<file path="config.mk">
export PLATFORM = sky130hd
export DESIGN_NAME = alu_exec_unit
export DESIGN_NICKNAME = d
export VERILOG_FILES = /design/src/rtl/alu_exec_unit.sv
export SDC_FILE = /design/constraint.sdc
export NUM_CORES = 1
export LEC_CHECK = 0
export ABC_CLOCK_PERIOD_IN_PS = 2100
export BUFFER_PORTS_ARGS = -buffer_cell sky130_fd_sc_hd__buf_2
export CAP_MARGIN = 10
export CORE_MARGIN = 2
export CORE_UTILIZATION = 25
export CTS_CLUSTER_SIZE = 25
export DETAILED_ROUTE_END_ITERATION = 8
export PLACE_DENSITY = 0.46
export SYNTH_ARGS = -nofsm -noshare
export SYNTH_HDL_FRONTEND = slang
export SYNTH_SLANG_ARGS = --single-unit
</file>
<file path="constraint.sdc">
create_clock -name clk -period 2.1 [get_ports clk]
set_input_delay 0.42 -clock clk [delete_from_list [all_inputs] [get_ports clk]]
set_output_delay 0.42 -clock clk [all_outputs]
set_load 0.02 [all_outputs]
</file>
<file path="src/rtl/alu_exec_unit.sv">
// Execute-stage ALU for KGP-RISC: single-cycle arithmetic/logic, 1 bit/cycle shifts,
// valid/ready handshakes on both sides and an architectural carry register for bcy/bncy.
module alu_exec_unit #(
    parameter int WIDTH   = 32,
    parameter int SHAMT_W = 5
) (
    input  logic               clk,
    input  logic               rst_n,
    input  logic               in_valid,
    output logic               in_ready,
    input  logic [3:0]         ALUOps,
    input  logic [WIDTH-1:0]   OpA,
    input  logic [WIDTH-1:0]   OpB,
    input  logic [SHAMT_W-1:0] Shamt,
    output logic               out_valid,
    input  logic               out_ready,
    output logic [WIDTH-1:0]   Result,
    output logic               Carry,
    output logic               Zero,
    output logic               Sign,
    output logic               CarryFlag
);

    typedef enum logic [1:0] {IDLE, SHIFT, DONE} state_t;

    localparam logic [1:0] SH_LEFT = 2'd0;
    localparam logic [1:0] SH_LRS  = 2'd1;
    localparam logic [1:0] SH_ARS  = 2'd2;

    state_t state, nextState;

    logic [WIDTH-1:0]   workReg;
    logic [SHAMT_W-1:0] shiftCnt;
    logic [1:0]         shiftKind;
    logic               flagUpd;

    logic               isShift;
    logic               isVar;
    logic [1:0]         decKind;
    logic               decFlagWr;
    logic [SHAMT_W-1:0] shAmt;
    logic               startShift;
    logic [WIDTH-1:0]   aluRes;
    logic               aluCarry;
    logic [WIDTH:0]     sum;
    logic [WIDTH:0]     dif;
    logic [WIDTH-1:0]   stepRes;
    logic               stepCarry;

    // Operation decode and single-cycle datapath, evaluated on the presented operands
    always_comb begin
        isShift   = 1'b0;
        isVar     = 1'b0;
        decKind   = SH_LEFT;
        decFlagWr = 1'b1;
        aluRes    = '0;
        aluCarry  = 1'b0;
        sum       = {1'b0, OpA} + {1'b0, OpB};
        dif       = {1'b0, OpA} + {1'b0, ~OpB} + (WIDTH+1)'(1);
        case (ALUOps)
            4'b1010: begin aluRes = sum[WIDTH-1:0]; aluCarry = sum[WIDTH]; end
            4'b1011: begin aluRes = dif[WIDTH-1:0]; aluCarry = dif[WIDTH]; end
            4'b1111: begin aluRes = ~OpB + WIDTH'(1); aluCarry = (OpB == '0); end
            4'b1000: aluRes = OpA & OpB;
            4'b1001: aluRes = OpA ^ OpB;
            4'b1110: begin aluRes = OpA; decFlagWr = 1'b0; end
            4'b0000: begin isShift = 1'b1; aluRes = OpA; end
            4'b0100: begin isShift = 1'b1; isVar = 1'b1; aluRes = OpA; end
            4'b0001: begin isShift = 1'b1; decKind = SH_LRS; aluRes = OpA; end
            4'b0101: begin isShift = 1'b1; isVar = 1'b1; decKind = SH_LRS; aluRes = OpA; end
            4'b0010: begin isShift = 1'b1; decKind = SH_ARS; aluRes = OpA; end
            4'b0011: begin isShift = 1'b1; isVar = 1'b1; decKind = SH_ARS; aluRes = OpA; end
            default: decFlagWr = 1'b0;
        endcase
        shAmt      = isVar ? OpB[SHAMT_W-1:0] : Shamt;
        startShift = isShift && (shAmt != '0);
    end

    always_comb begin
        stepRes   = workReg << 1;
        stepCarry = workReg[WIDTH-1];
        case (shiftKind)
            SH_LRS: begin stepRes = workReg >> 1; stepCarry = workReg[0]; end
            SH_ARS: begin stepRes = {workReg[WIDTH-1], workReg[WIDTH-1:1]}; stepCarry = workReg[0]; end
            default: ;
        endcase
    end

    always_ff @(posedge clk or negedge rst_n) begin
        if (!rst_n) state <= IDLE;
        else        state <= nextState;
    end

    always_comb begin
        nextState = state;
        in_ready  = 1'b0;
        out_valid = 1'b0;
        case (state)
            IDLE: begin
                in_ready = 1'b1;
                if (in_valid) nextState = startShift ? SHIFT : DONE;
            end
            SHIFT: if (shiftCnt == SHAMT_W'(1)) nextState = DONE;
            DONE: begin
                out_valid = 1'b1;
                if (out_ready) nextState = IDLE;
            end
            default: nextState = IDLE;
        endcase
    end

    // Result and flags only change when an operation finishes, so they hold through SHIFT
    always_ff @(posedge clk or negedge rst_n) begin
        if (!rst_n) begin
            workReg   <= '0;
            shiftCnt  <= '0;
            shiftKind <= SH_LEFT;
            flagUpd   <= 1'b0;
            Result    <= '0;
            Carry     <= 1'b0;
            Zero      <= 1'b0;
            Sign      <= 1'b0;
            CarryFlag <= 1'b0;
        end else begin
            case (state)
                IDLE: if (in_valid) begin
                    flagUpd <= decFlagWr;
                    if (startShift) begin
                        workReg   <= OpA;
                        shiftCnt  <= shAmt;
                        shiftKind <= decKind;
                    end else begin
                        Result <= aluRes;
                        Carry  <= aluCarry;
                        Zero   <= (aluRes == '0);
                        Sign   <= aluRes[WIDTH-1];
                    end
                end
                SHIFT: begin
                    workReg  <= stepRes;
                    shiftCnt <= shiftCnt - SHAMT_W'(1);
                    if (shiftCnt == SHAMT_W'(1)) begin
                        Result <= stepRes;
                        Carry  <= stepCarry;
                        Zero   <= (stepRes == '0);
                        Sign   <= stepRes[WIDTH-1];
                    end
                end
                DONE: if (out_ready && flagUpd) CarryFlag <= Carry;
                default: ;
            endcase
        end
    end

endmodule
</file>
Yosys cells after proc, flatten, opt, wreduce, memory -nomap -nowiden
Index checks and enable logic that the tools add are counted.
{"block": "word_totals", "regBits": 78, "latchBits": 0, "mem_bits_rw": 0, "romBits": 0, "inputBits": 77, "output_inout_bits": 38, "word_cells": 99, "mem_count": 0}
{"block": "classes", "addsub": 5, "multipliers": 0, "div_mod_pow": 0, "n_lt_le_gt_ge": 0, "n_eq_ne": 21, "shift": 0, "mux": 38, "bitwise_logic": 3, "n_reduce_logical": 22}
{"operator": "$pmux 32 s2", "count": 3}
{"operator": "$pmux 32 s6", "count": 1}
{"operator": "$mux 32", "count": 5}
{"operator": "$logic_not 32->1", "count": 3}
{"operator": "$add 32x32->33", "count": 2}
{"operator": "$add 33x1->33 const B", "count": 1}
{"operator": "$add 32x1->32 const B", "count": 1}
{"operator": "$and 32x32->32", "count": 1}
{"operator": "$not 32->32", "count": 1}
{"operator": "$xor 32x32->32", "count": 1}
{"operator": "$eq 4x4->1 const B", "count": 6}
{"operator": "$mux 1", "count": 15}
{"operator": "$mux 5", "count": 3}
{"operator": "$reduce_or 11->1", "count": 1}
{"operator": "$ne 2x2->1 const B", "count": 5}
{"operator": "$pmux 5 s2", "count": 1}
{"operator": "$reduce_and 3->1", "count": 3}
{"operator": "$eq 4x2->1 const B", "count": 2}
{"operator": "$eq 4x3->1 const B", "count": 2}
{"operator": "$mux 2", "count": 4}
{"operator": "$reduce_or 7->1", "count": 1}
{"operator": "$pmux 1 s2", "count": 3}
{"operator": "$pmux 2 s3", "count": 1}
{"operator": "$reduce_or 2->1", "count": 3}
{"operator": "other kinds (16)", "count": 20}

Logic depth before layout (Yosys ltp)
Gate-level depths: netlist of the first run.
{"block": "logic_depth", "depth_word": 9, "depth_mapped": 15, "mapped_depth_nobuf": 14}

Worst setup path before layout of the first run
No wires, ideal clock.
{"block": "synth_path", "path_type": "input to register", "start": "input port OpA[0]", "end": "register Zero", "setup_time_ps": 66, "arrival_time_ps": 3255, "required_time_ps": 2034, "path_slack_ps": -1221, "path_stages": 14, "cell_sequence": "inv_1 -> ha_1 -> fa_1 -> nor2b_1 -> o21ai_1 -> a211oi_1 -> o21bai_1 -> a32oi_1 -> a2111oi_0 -> a211o_1 -> nor3_1 -> nand4_1 -> nor4_1 -> a31o_1"}
{"block": "synth_via", "elab_chain_cells": 7, "word_cells_on_any_way": 10, "cone_classes": "add/sub (3); mux (4); bitwise (2); reduce/logical (1)"}
{"element": "start: declaration", "line": "12", "text": "input logic [WIDTH-1:0] OpA,"}
{"element": "$add 32x32->33", "line": "59", "text": "dif = {1'b0, OpA} + {1'b0, ~OpB} + (WIDTH+1)'(1);"}
{"element": "$add 33x1->33", "line": "59"}
{"element": "$pmux 32 s6 (*)", "line": "60", "text": "case (ALUOps)"}
{"element": "$logic_not 32->1 (*)", "line": "135", "text": "Zero <= (aluRes == '0);"}
{"element": "$mux 1 (*)", "line": "128", "text": "if (startShift) begin"}
{"element": "$mux 1 (*)", "line": "126", "text": "IDLE: if (in_valid) begin"}
{"element": "$pmux 1 s2 (*)", "line": "125", "text": "case (state)"}
{"element": "end signal: assignment", "line": "135"}
{"element": "end signal: assignment", "line": "145", "text": "Zero <= (stepRes == '0);"}
{"element": "end: declaration", "line": "19", "text": "output logic Zero,"}
Mark *: on every way between the ends. The rest lies on a longest branch, timed or not. The select of a mux whose other input is x is not followed.
A chain may end at the register's enable or synchronous reset.

Worst setup path after layout of the first run
{"block": "layout_path", "start": "input port OpB[5]", "end": "register Zero"}
{"block": "layout_via", "elab_chain_cells": 8, "word_cells_on_any_way": 12, "cone_classes": "add/sub (4); mux (4); bitwise (3); reduce/logical (1)"}
{"element": "start: declaration", "line": "13", "text": "input logic [WIDTH-1:0] OpB,"}
{"element": "$not 32->32", "line": "59, 63"}
{"element": "$add 32x32->33", "line": "59"}
{"element": "$add 33x1->33", "line": "59"}
{"element": "$pmux 32 s6 (*)", "line": "60"}
{"element": "$logic_not 32->1 (*)", "line": "135"}
{"element": "$mux 1 (*)", "line": "128"}
{"element": "$mux 1 (*)", "line": "126"}
{"element": "$pmux 1 s2 (*)", "line": "125"}
Marked as above.

==> out/metrics.yaml, run 1 <==
timing:
  fin_crit_sh_pct: 151
  period_needed_ps: 3170
  finalMaxSlewViolations: 0
  finalHoldViolCount: 0
  setup_viol: 70
  slew_headroom_pct: 60.6
  worstMarginPinSlew_ps: 576
  finalClockSkew_ps: 10.6
  fmax_ghz: 0.315
  rsz0062_at_grt: "true"
  worst_slack_ps: -1070
routing:
  wl_met2_mm: 23.7
  via_per_inst: 5.37
  top_layer_used: "met5"
  post-route-drc-count: 0
  routedLengthMet1_mm: 23.8
  wl_mm: 53.5
  antenna_left: 0
  dr.pass1.iters: 6
  routed-via-count: 13600
  drt-initial-drc-count: 1109
  met3_length_mm: 4.12
  wire_per_inst_um: 21.1
finish:
  area_growth_pct: 81.6
  drive_above_1_share_pct: 52.0
  finalNonFillerCells: 2541
  mostFrequentLayoutCells: "buf_4, nor2_1, nand2_1"
  design_area_mm2: 0.0183
  final_common_cell: "buf_4"
  regArea_mm2: 0.00193
  fillers: 3915
  fin_util_pct: 46.0
  multiInputGateArea_mm2: 0.00945
  nNetsFinal: 2159
floorplanning:
  chipHeight_um: 205
  die_w_um: 205
  die_area_mm2: 0.0419
  start_util_pct: 25.3
  coreArea_mm2: 0.0397
  row_count: 73
  pin_count: 115
placed_design:
  dp_hpwl_mm: 42.6
  dp_cells: 2462
  port_buffers: 114
  place.gp.congestion: 0.983
  place_area_mm2: 0.0155
logic_synthesis:
  synth_nets: 1550
  ys_types: 87
  netlist_instances: 1401
  syn_area_mm2: 0.0101
  synth_seq_area_share_pct: 19.2
  yosysWarnings: 0
  ys_seq_elements: 77
  synthArstFlopShare_pct: 100
  postSynthAreaPerCell_um2: 7.18
  synth_edf_count: 0
  synthFlopType: "dfrtp_1"
critical_path:
  timing.rr.start: "shiftKind[0]"
  crit_fanout: 3
  cp-startpoint: "OpB[5]"
  critPathCapture: "Zero"
  cp_data_arrival_time_ps: 3460
  crit_required_ps: 2390
  critPathCaptureType: "register"
  worst_r2r_endpoint: "Zero"
  startpoint_type: "input pin"
  path_class: "input pin to register"
  ff2ff_path_depth: 11
  r2r_slack_ps: -490
power_and_ir_drop:
  peakVddDrop_mv: 0.483
  p_leak_nw: 7.90
  cellPowerDensity_mw_per_mm2: 825
  fin_total_pwr_mw: 15.1
clock_tree:
  clkTransAtPathRegs_ps: 70
  cts_max_path_buffers: 2
  cts_tree: "done"
  cts.sinks: 77
  cts_root_buffer: "clkbuf_16"
  cts_made_buffers: 9
  clk_latency_ps: 340
  cts_hold_buf: 0
  htree_levels: 3
global_routing:
  grt_pass1_wl_mm: 79.7
  grt_antenna_before_repair: 3
  grt_pass1_vias: 13400
  grt_overflow: 0
  grt_max_degree: 43
  grt.total_usage_pct: 24.8
hold_path:
  worst_hold_path_type: "input pin to async pin"
outcome:
  status: "finished, violations left"
  violations: "setup timing"
job:
  cap_violations: 0
cell families (layout without fill, tap and decap cells):
logic type / count (synthesis) / in the layout / share of synthesized area [%]
adders and majority gates: 72 / 72 / 9.10
DFF: 77 / 77 / 19.2
muxes: 25 / 25 / 2.80
xor gates and xnor gates: 44 / 44 / 3.83
AOI/OAI and AO/OA: 511 / 511 / 33.6
and+or+nand+nor: 508 / 508 / 24.7
buffers and inverters: 164 / 778 / 6.87
other: 0 / 1 / 0
final cells by class:
type	instances	area share, %
Inverter	71	1.89
Tap cell	525	3.60
Timing Repair Buffer	691	30.6
Multi-Input combinational cell	1160	51.7
Antenna cell	1	0.0137
Sequential cell	77	10.5
Clock inverter	7	0.349
Clock buffer	9	1.23
worst min path at each step:
stage,startpoint,cells past startpoint,endpoint,slack [ps]
6_report,rst_n,1,Result[0],20
2_1_floorplan,rst_n,0,Carry,120
5_1_grt,rst_n,1,Result[0],60
3_5_place_dp,rst_n,1,Result[0],400
3_3_place_gp,rst_n,1,state[1],400
4_1_cts,rst_n,1,Result[0],40
worst max-delay path, cell delays in order:
cell	delay, ps
buf_8	100
or4_4	550
nor4_4	220
buf_4	170
nand4_1	110
buf_6	170
nor3_4	140
xnor2_2	100
a221oi_2	340
o311ai_2	180
o32ai_2	310
nand4_1	160
nor4_2	300
a31o_1	170
what timing repair did:
item | 4_1_cts | 5_1_grt
setup endpoints to repair | 74 | 75
setup buffers | 51 | 34
resized for setup | 264 | 164
gates cloned | 5 | 2
pin swaps | 127 | 98
cells in the mapped netlist, types with 18 or more instances:
master,count,area (µm²)
a21oi_1,122,611
nand3_1,30,150
nand2_1,148,556
a22oi_1,37,278
clkbuf_1,67,251
nand4_1,28,175
o21ai_0,127,636
dfrtp_1,77,1930
nor4_1,31,194
xnor2_1,44,385
ha_1,70,876
o21a_1,18,135
nor2_1,142,533
inv_1,67,251
o31ai_1,30,225
nor3_1,35,175
report_power, final:
part	internal (mW)	switching, mW
Combinational	4.97	5.73
Sequential	2.24	0.598
Clock	0.830	0.697
stage by stage:
| stage | TNS (ps) | hold WS, ps | setup slack (ps) |
|---|---|---|---|
| after global placement | -59550 | 400 | -1630 |
| after global routing | -49270 | 55.7 | -1210 |
| after floorplan | -16870 | 124 | -916 |
| after CTS | -50000 | 38.3 | -978 |
| final | -42620 | 23.5 | -1070 |
| after detailed placement | -62480 | 400 | -1640 |
registers in the layout, summed over array words and instances (netlist names):
name       cells
flagUpd        1
shiftKind      2
shiftCnt       5
Carry          1
Result        32
Zero           1
workReg       32
state          2
CarryFlag      1
routing by layer:
| metal | vias up | track usage [%] |
|---|---|---|
| met2 | 541 | 38.5 |
| met4 | 2 | 9.60 |
| met3 | 115 | 5.55 |
| met5 | - | 0 |
| met1 | 6539 | 33.3 |
| li1 | 6443 | - |
(Power assumes the default switching activity.)
==> run 2, diff against run 1 <==
--- a/config.mk
+++ b/config.mk
@@ -9,10 +9,10 @@
 export BUFFER_PORTS_ARGS = -buffer_cell sky130_fd_sc_hd__buf_2
 export CAP_MARGIN = 10
 export CORE_MARGIN = 2
-export CORE_UTILIZATION = 25
+export CORE_UTILIZATION = 30
 export CTS_CLUSTER_SIZE = 25
 export DETAILED_ROUTE_END_ITERATION = 8
-export PLACE_DENSITY = 0.46
+export PLACE_DENSITY = 0.52
 export SYNTH_ARGS = -nofsm -noshare
 export SYNTH_HDL_FRONTEND = slang
 export SYNTH_SLANG_ARGS = --single-unit
==> run 2 against run 1 <==
Compared with the run above: largest power group unchanged; die area shrank 16%; combinational power grew 7%; sequential share of layout area shrank 0.40 points; total power grew 8.3%; clock skew shrank 2.4 ps; worst hold slack gained 26 ps; worst setup slack gained 41 ps; wire length grew 1.4%; register-to-register slack gained 170 ps; the run ends with DRC, setup timing left.
==> out/metrics.yaml, run 2 (same netlist as run 1, synthesis figures left out) <==
outcome:
  status: "finished, violations left"
  violations: "DRC, setup timing"
finish:
  drive_above_1_share_pct: 55.4  # +3.4 points
  nNetsFinal: 2187  # +1.3%
  diodes: 0  # -1
  reg_top3: "Result x32, workReg x32, shiftCnt x5"
  mostFrequentLayoutCells: "buf_4, nor2_1, nand2_1, buf_2, a21oi_1"
  area_growth_pct: 88.7
  design_area_mm2: 0.0190  # +3.9%
  final_common_cell: "buf_4"
  fillers: 3001  # -23%
critical_path:
  crit_slowest_cell: "fa_2"
  ff2ff_path_depth: 11  # unchanged
  crit_required_ps: 2380  # about the same
  timing.rr.start: "state[1]"
  cp_data_arrival_time_ps: 3410  # -50 ps
  cp_common_cell: "a211oi_2"
  worst_r2r_endpoint: "Zero"
  startpoint_type: "input pin"
  path_class: "input pin to register"
  cpPeakStageDelay_ps: 400  # -150 ps
  crit_chain: "buf_12 -> inv_12 -> ha_4 -> fa_2 -> nor2b_4 -> o21ai_4 -> a211oi_2 -> o21bai_2 -> a32oi_1 -> buf_4 -> xnor2_1 -> a211oi_2 -> or3b_1 -> nor4_2 -> a31o_1"
  critPathCaptureType: "register"
  r2r_slack_ps: -320  # +170 ps
  crit_fanout: 4  # +1
power_and_ir_drop:
  pwr-share-comb_pct: 70.7  # -0.3 points
  p_seq_share_pct: 17.9  # -0.9 points
  p_switching_mw: 7.49  # +6.6%
  p_clk_share_pct: 11.4  # +1.3 points
  fin_total_pwr_mw: 16.3  # +8.3%
  peakVddDrop_mv: 0.667  # +38%
  internal_power_mw: 8.82  # +9.7%
  p_leak_nw: 8.25  # +4.3%
  cellPowerDensity_mw_per_mm2: 859  # +4.2%
  netSwitchingFraction_pct: 45.9  # -0.72 points
global_routing:
  grt_overflow: 0  # unchanged
  grt_antenna_before_repair: 0  # -3
  grt.total_usage_pct: 28.8  # +4.0 points
  grt_pass1_vias: 13500  # +0.48%
  grt_max_degree: 55  # +28%
  grt_pass1_wl_mm: 79.1  # -0.69%
floorplanning:
  row_count: 67  # -8.2%
  die_w_um: 187  # -8.5%
  coreArea_mm2: 0.0333  # -16%
  chipHeight_um: 187  # -8.5%
  pin_count: 115  # unchanged
  die_area_mm2: 0.0350  # -16%
  start_util_pct: 30.2  # +4.9 points
clock_tree:
  htree_levels: 3  # unchanged
  clk_latency_ps: 350  # about the same
  cts_made_buffers: 9  # unchanged
  cts_root_buffer: "clkbuf_16"
  clkTransAtPathRegs_ps: 60  # about the same
  cts_max_path_buffers: 2  # unchanged
  cts.sinks: 77  # unchanged
  cts_tree: "done"
routing:
  via_per_inst: 5.67  # +5.7%
  wire_per_inst_um: 21.8  # +3.4%
  dr.pass1.iters: 9  # +3
  antenna_left: 0  # unchanged
  post-route-drc-count: 3  # +3
  drt-initial-drc-count: 1558  # +40%
  routed-via-count: 14100  # +3.6%
  wl_mm: 54.3  # +1.4%
placed_design:
  dp_hpwl_mm: 41.3  # -3.2%
  port_buffers: 114  # unchanged
  place_area_mm2: 0.0155  # -0.35%
  place.gp.congestion: 1.03  # +4.3%
timing:
  finalMaxSlewViolations: 0  # unchanged
  fin_crit_sh_pct: 149  # -2.0 points
  finalClockSkew_ps: 8.26  # -2.37 ps
  worst_slack_ps: -1030  # +41.2 ps
  rsz0062_at_grt: "true"
  period_needed_ps: 3130  # -41.2 ps
  worstMarginPinSlew_ps: 702  # +126 ps
  setup_viol: 68  # -2.9%
  slew_headroom_pct: 53.0  # -7.6 points
  finalHoldViolCount: 0  # unchanged
  fmax_ghz: 0.319  # +1.3%
job:
  cap_violations: 0  # unchanged
hold_path:
  worst_hold_path_type: "input pin to async pin"
==> run 2: cell types whose count changed in the layout (fill, tap and decap cells not counted), sizes merged <==
cell / previous run / this run
inv: 74 / 70
clkbuf: 11 / 14
diode: 1 / 0
bufinv: 0 / 3
buf: 689 / 716
clkinvlp: 3 / 2
==> run 2: power groups by stage <==
stage | clock, mW | sequential (mW) | combinational, mW
after floorplan | 0 | 3.10 | 4.57
after global placement | 0 | 2.78 | 8.50
after detailed placement | 0 | 2.81 | 8.57
after CTS | 1.89 | 2.79 | 10.0
after global routing | 1.93 | 3.00 | 12.3
final | 1.85 | 2.92 | 11.5
==> run 2: cell type report <==
type	instances	area, µm²	share of cell area [%]
tap	448	561	2.95
clock inverter	5	106	0.560
clock buffer	11	243	1.28
multi-input combinational	1160	9980	52.6
inverter	71	338	1.78
timing repair buffer	719	5830	30.7
sequential	77	1930	10.2
==> run 2: per-stage QoR <==
stage	cells	setup TNS (ps)	util (%)	setup slack, ps	hold slack [ps]
6_report	2491	-24500	57.0	-1030	49.5
3_3_place_gp	2389	-60840	46.5	-1570	434
2_1_floorplan	1401	-16870	-	-916	124
5_1_grt	2491	-28420	57.0	-1140	91.0
3_5_place_dp	2389	-61910	46.5	-1620	434
4_1_cts	2452	-24080	52.7	-1000	64.5
==> run 2: repair_timing <==
item	in CTS	in global routing
gates cloned	6	3
hold buffers	0	0
setup endpoints to repair	72	73
setup buffers	53	49
pin swaps	116	132
resized for setup	266	253
==> run 2: how the worst max path moves through the flow <==
stage,startpoint,end,slack (ps),cells past startpoint
after floorplan,OpB[18],Zero,-920,12
after global placement,OpA[0],Result[28],-1570,16
after detailed placement,OpA[0],Result[28],-1620,16
after CTS,OpA[0],Zero,-1000,15
after global routing,OpB[3],Zero,-1140,15
final,OpA[0],Zero,-1030,15
==> run 2: worst max-delay path: cells and delay by family <==
kind,cells,cell delay [ps]
compound gates,6,1210
xor+xnor,1,70
fa+ha+maj,2,540
buf+inv,3,310
simple gates,3,850
==> run 2: per-layer routing <==
metal / vias to the layer above / track usage [%] / share of wire (%) / routed length, µm
li1: 6504 / - / - / -
met4: 0 / 10.0 / 3.8 / 2040
met3: 138 / 3.38 / 7.1 / 3870
met2: 651 / 45.8 / 46 / 24700
met1: 6838 / 40.4 / 44 / 23600
met5: - / 0 / 0 / 0
==> run 3, diff against run 2 <==
--- a/config.mk
+++ b/config.mk
@@ -5,14 +5,14 @@
 export SDC_FILE = /design/constraint.sdc
 export NUM_CORES = 1
 export LEC_CHECK = 0
-export ABC_CLOCK_PERIOD_IN_PS = 2100
+export ABC_CLOCK_PERIOD_IN_PS = 3900
 export BUFFER_PORTS_ARGS = -buffer_cell sky130_fd_sc_hd__buf_2
 export CAP_MARGIN = 10
 export CORE_MARGIN = 2
 export CORE_UTILIZATION = 30
 export CTS_CLUSTER_SIZE = 25
 export DETAILED_ROUTE_END_ITERATION = 8
-export PLACE_DENSITY = 0.52
+export PLACE_DENSITY = 0.51
 export SYNTH_ARGS = -nofsm -noshare
 export SYNTH_HDL_FRONTEND = slang
 export SYNTH_SLANG_ARGS = --single-unit
==> constraint.sdc (replaced) <==
create_clock -name clk -period 3.9 [get_ports clk]
set_input_delay 0.78 -clock clk [delete_from_list [all_inputs] [get_ports clk]]
set_output_delay 0.78 -clock clk [all_outputs]
set_load 0.02 [all_outputs]
==> run 3 against run 2 <==
Compared with the run above: the flow now finishes without violations; first-iteration DRC count down 1.6%; worst setup slack better by 1200 ps; total power is 61% lower; critical endpoint unchanged.
==> out/metrics.yaml, run 3 (same netlist as run 1, synthesis figures left out) <==
outcome:
  status: "completed"
finish:
  mostFrequentLayoutCells: "buf_4, nand2_1, nor2_1"
  diodes: 0  # unchanged
  final_common_cell: "buf_4"
  drive_above_1_share_pct: 28.8  # -27 points
  finalNonFillerCells: 2193  # -12%
  reg_top3: "Result x32, workReg x32, shiftCnt x5"
  fin_util_pct: 40.9  # -16 points
  area_growth_pct: 35.4
  nNetsFinal: 1890  # -14%
timing:
  worstMarginPinSlew_ps: 1010  # +305 ps
  fmax_ghz: 0.269
  hold_ws_ps: 484  # +435 ps
  finalHoldViolCount: 0  # unchanged
  rsz0062_at_grt: "true"
  finalMaxSlewViolations: 0  # unchanged
  finalClockSkew_ps: 8.90  # +0.641 ps
  fin_crit_sh_pct: 95.3
  period_needed_ps: 3720
  slew_headroom_pct: 32.6  # -20 points
  fin_setup_tns_ps: 0  # +24500 ps
  setup_viol: 0  # -100%
routing:
  drt-initial-drc-count: 1533  # -1.6%
  wl_mm: 47.0  # -13%
  routed-via-count: 12600  # -11%
  via_per_inst: 5.74  # +1.2%
  antenna_left: 0  # unchanged
  wire_per_inst_um: 21.4  # -1.7%
  dr.pass1.iters: 6  # -3
  post-route-drc-count: 0  # -3
hold_path:
  worstHoldStart: "Result[6]"
  hold_path_end: "Result[6]"
  worst_hold_path_type: "register to register"
  worst_hold_path.num_cells: 1
critical_path:
  timing.rr.start: "shiftKind[0]"
  crit_slowest_cell: "ha_1"
  critPathCaptureType: "register"
  startpoint_type: "input pin"
  crit_fanout: 6  # +2
  path_class: "input pin to register"
  cpPeakStageDelay_ps: 410  # about the same
  path_delay_family: "compound AO/OA/AOI/OAI gates"
  cp_data_arrival_time_ps: 4000  # +590 ps
  critPathBufInv: 3  # unchanged
  ff2ff_path_depth: 11  # unchanged
  crit_chain: "buf_2 -> inv_1 -> ha_1 -> nor3b_1 -> o311a_1 -> o21a_1 -> o31ai_1 -> buf_4 -> a21oi_1 -> a21o_1 -> mux2_1 -> a211oi_2 -> nand3_1 -> nor4_2 -> a31o_1"
  worst_r2r_endpoint: "Zero"
  r2r_slack_ps: 1190  # +1510 ps
  crit_required_ps: 4190  # +1810 ps
clock_tree:
  cts_tree: "done"
  clkTransAtPathRegs_ps: 60  # about the same
  cts_max_path_buffers: 2  # unchanged
  cts_hold_buf: 0  # unchanged
  cts.sinks: 77  # unchanged
  clk_latency_ps: 340  # about the same
  cts_made_buffers: 9  # unchanged
  cts_root_buffer: "clkbuf_16"
  htree_levels: 3  # unchanged
power_and_ir_drop:
  fin_total_pwr_mw: 6.37  # -61%
  p_leak_nw: 5.99  # -27%
  p_clk_share_pct: 14.1  # +2.7 points
  p_seq_share_pct: 24.0  # +6.1 points
  peakVddDrop_mv: 0.328  # -51%
  cellPowerDensity_mw_per_mm2: 468  # -46%
  internal_power_mw: 3.34  # -62%
  pwr-share-comb_pct: 61.9  # -8.8 points
  p_switching_mw: 3.03  # -60%
  netSwitchingFraction_pct: 47.6  # +1.7 points
global_routing:
  grt_max_degree: 84  # +53%
  grt_pass1_vias: 12000  # -11%
  grt_pass1_wl_mm: 72.2  # -8.8%
  grt.total_usage_pct: 26.4  # -2.5 points
  grt_antenna_before_repair: 0  # unchanged
  grt_overflow: 0  # unchanged
placed_design:
  dp_hpwl_mm: 38.6  # -6.5%
  dp_cells: 2177  # -8.9%
  place.gp.congestion: 1.03  # +0.28%
  port_buffers: 114  # unchanged
floorplanning:
  row_count: 67  # unchanged
  pin_count: 115  # unchanged
  chipHeight_um: 187  # unchanged
  coreArea_mm2: 0.0333  # unchanged
  die_area_mm2: 0.0350  # unchanged
  start_util_pct: 30.2  # unchanged
  die_w_um: 187  # unchanged
job:
  cap_violations: 0  # unchanged
## run 3: final cells by class
class	count	area, µm²
clock inverters	4	72.6
well taps	448	561
inverters	71	267
flip-flops and latches	77	1930
clock buffers	11	243
multi-input cells	1160	7590
repair buffers	422	2960
fillers	3503	19700
## run 3: worst reg2reg max path: cells and delay by family, from the launching register on
kind,cells,cell delay (ps)
fa+ha+maj,1,270
flops,1,350
buf+inv,3,640
compound gates,3,540
simple gates,4,880
## run 3: what timing repair did
action / in CTS / in global routing
setup buffers: 0 / 1
gates resized for setup: 0 / 25
setup endpoints to repair: 0 / 8
## run 3: worst max-delay path by stage
stage | start | to | slack (ps) | cells past startpoint
after floorplan | OpA[0] | Zero | 220 | 14
after global placement | OpB[0] | Zero | -280 | 17
after detailed placement | OpB[0] | Zero | -310 | 17
after CTS | OpB[0] | Zero | 50 | 17
after global routing | OpB[2] | Zero | -4 | 15
final | OpB[2] | Zero | 180 | 15
## run 3: through the flow
step / instance area [µm²] / setup slack [ps]
2_1_floorplan: 10100 / 219
5_1_grt: 13600 / -3.59
6_report: 13600 / 183
3_5_place_dp: 13200 / -306
3_3_place_gp: 13200 / -282
4_1_cts: 13500 / 45.4
## run 3: power groups by stage
stage | Clock, mW | Sequential [mW] | Combinational (mW)
3_5_place_dp | 0 | 1.53 | 3.86
4_1_cts | 0.917 | 1.53 | 3.88
5_1_grt | 0.951 | 1.58 | 4.31
6_report | 0.897 | 1.53 | 3.94
3_3_place_gp | 0 | 1.53 | 3.83
2_1_floorplan | 0 | 1.67 | 2.21
## run 3: metal layers
| metal | vias to the layer above | global-route usage (%) | routed length (µm) |
|---|---|---|---|
| met5 | - | 0 | 0 |
| met4 | 0 | 10.3 | 1730 |
| met3 | 81 | 4.28 | 3930 |
| met2 | 625 | 40.3 | 20200 |
| met1 | 5993 | 37.0 | 21100 |
| li1 | 5895 | - | - |
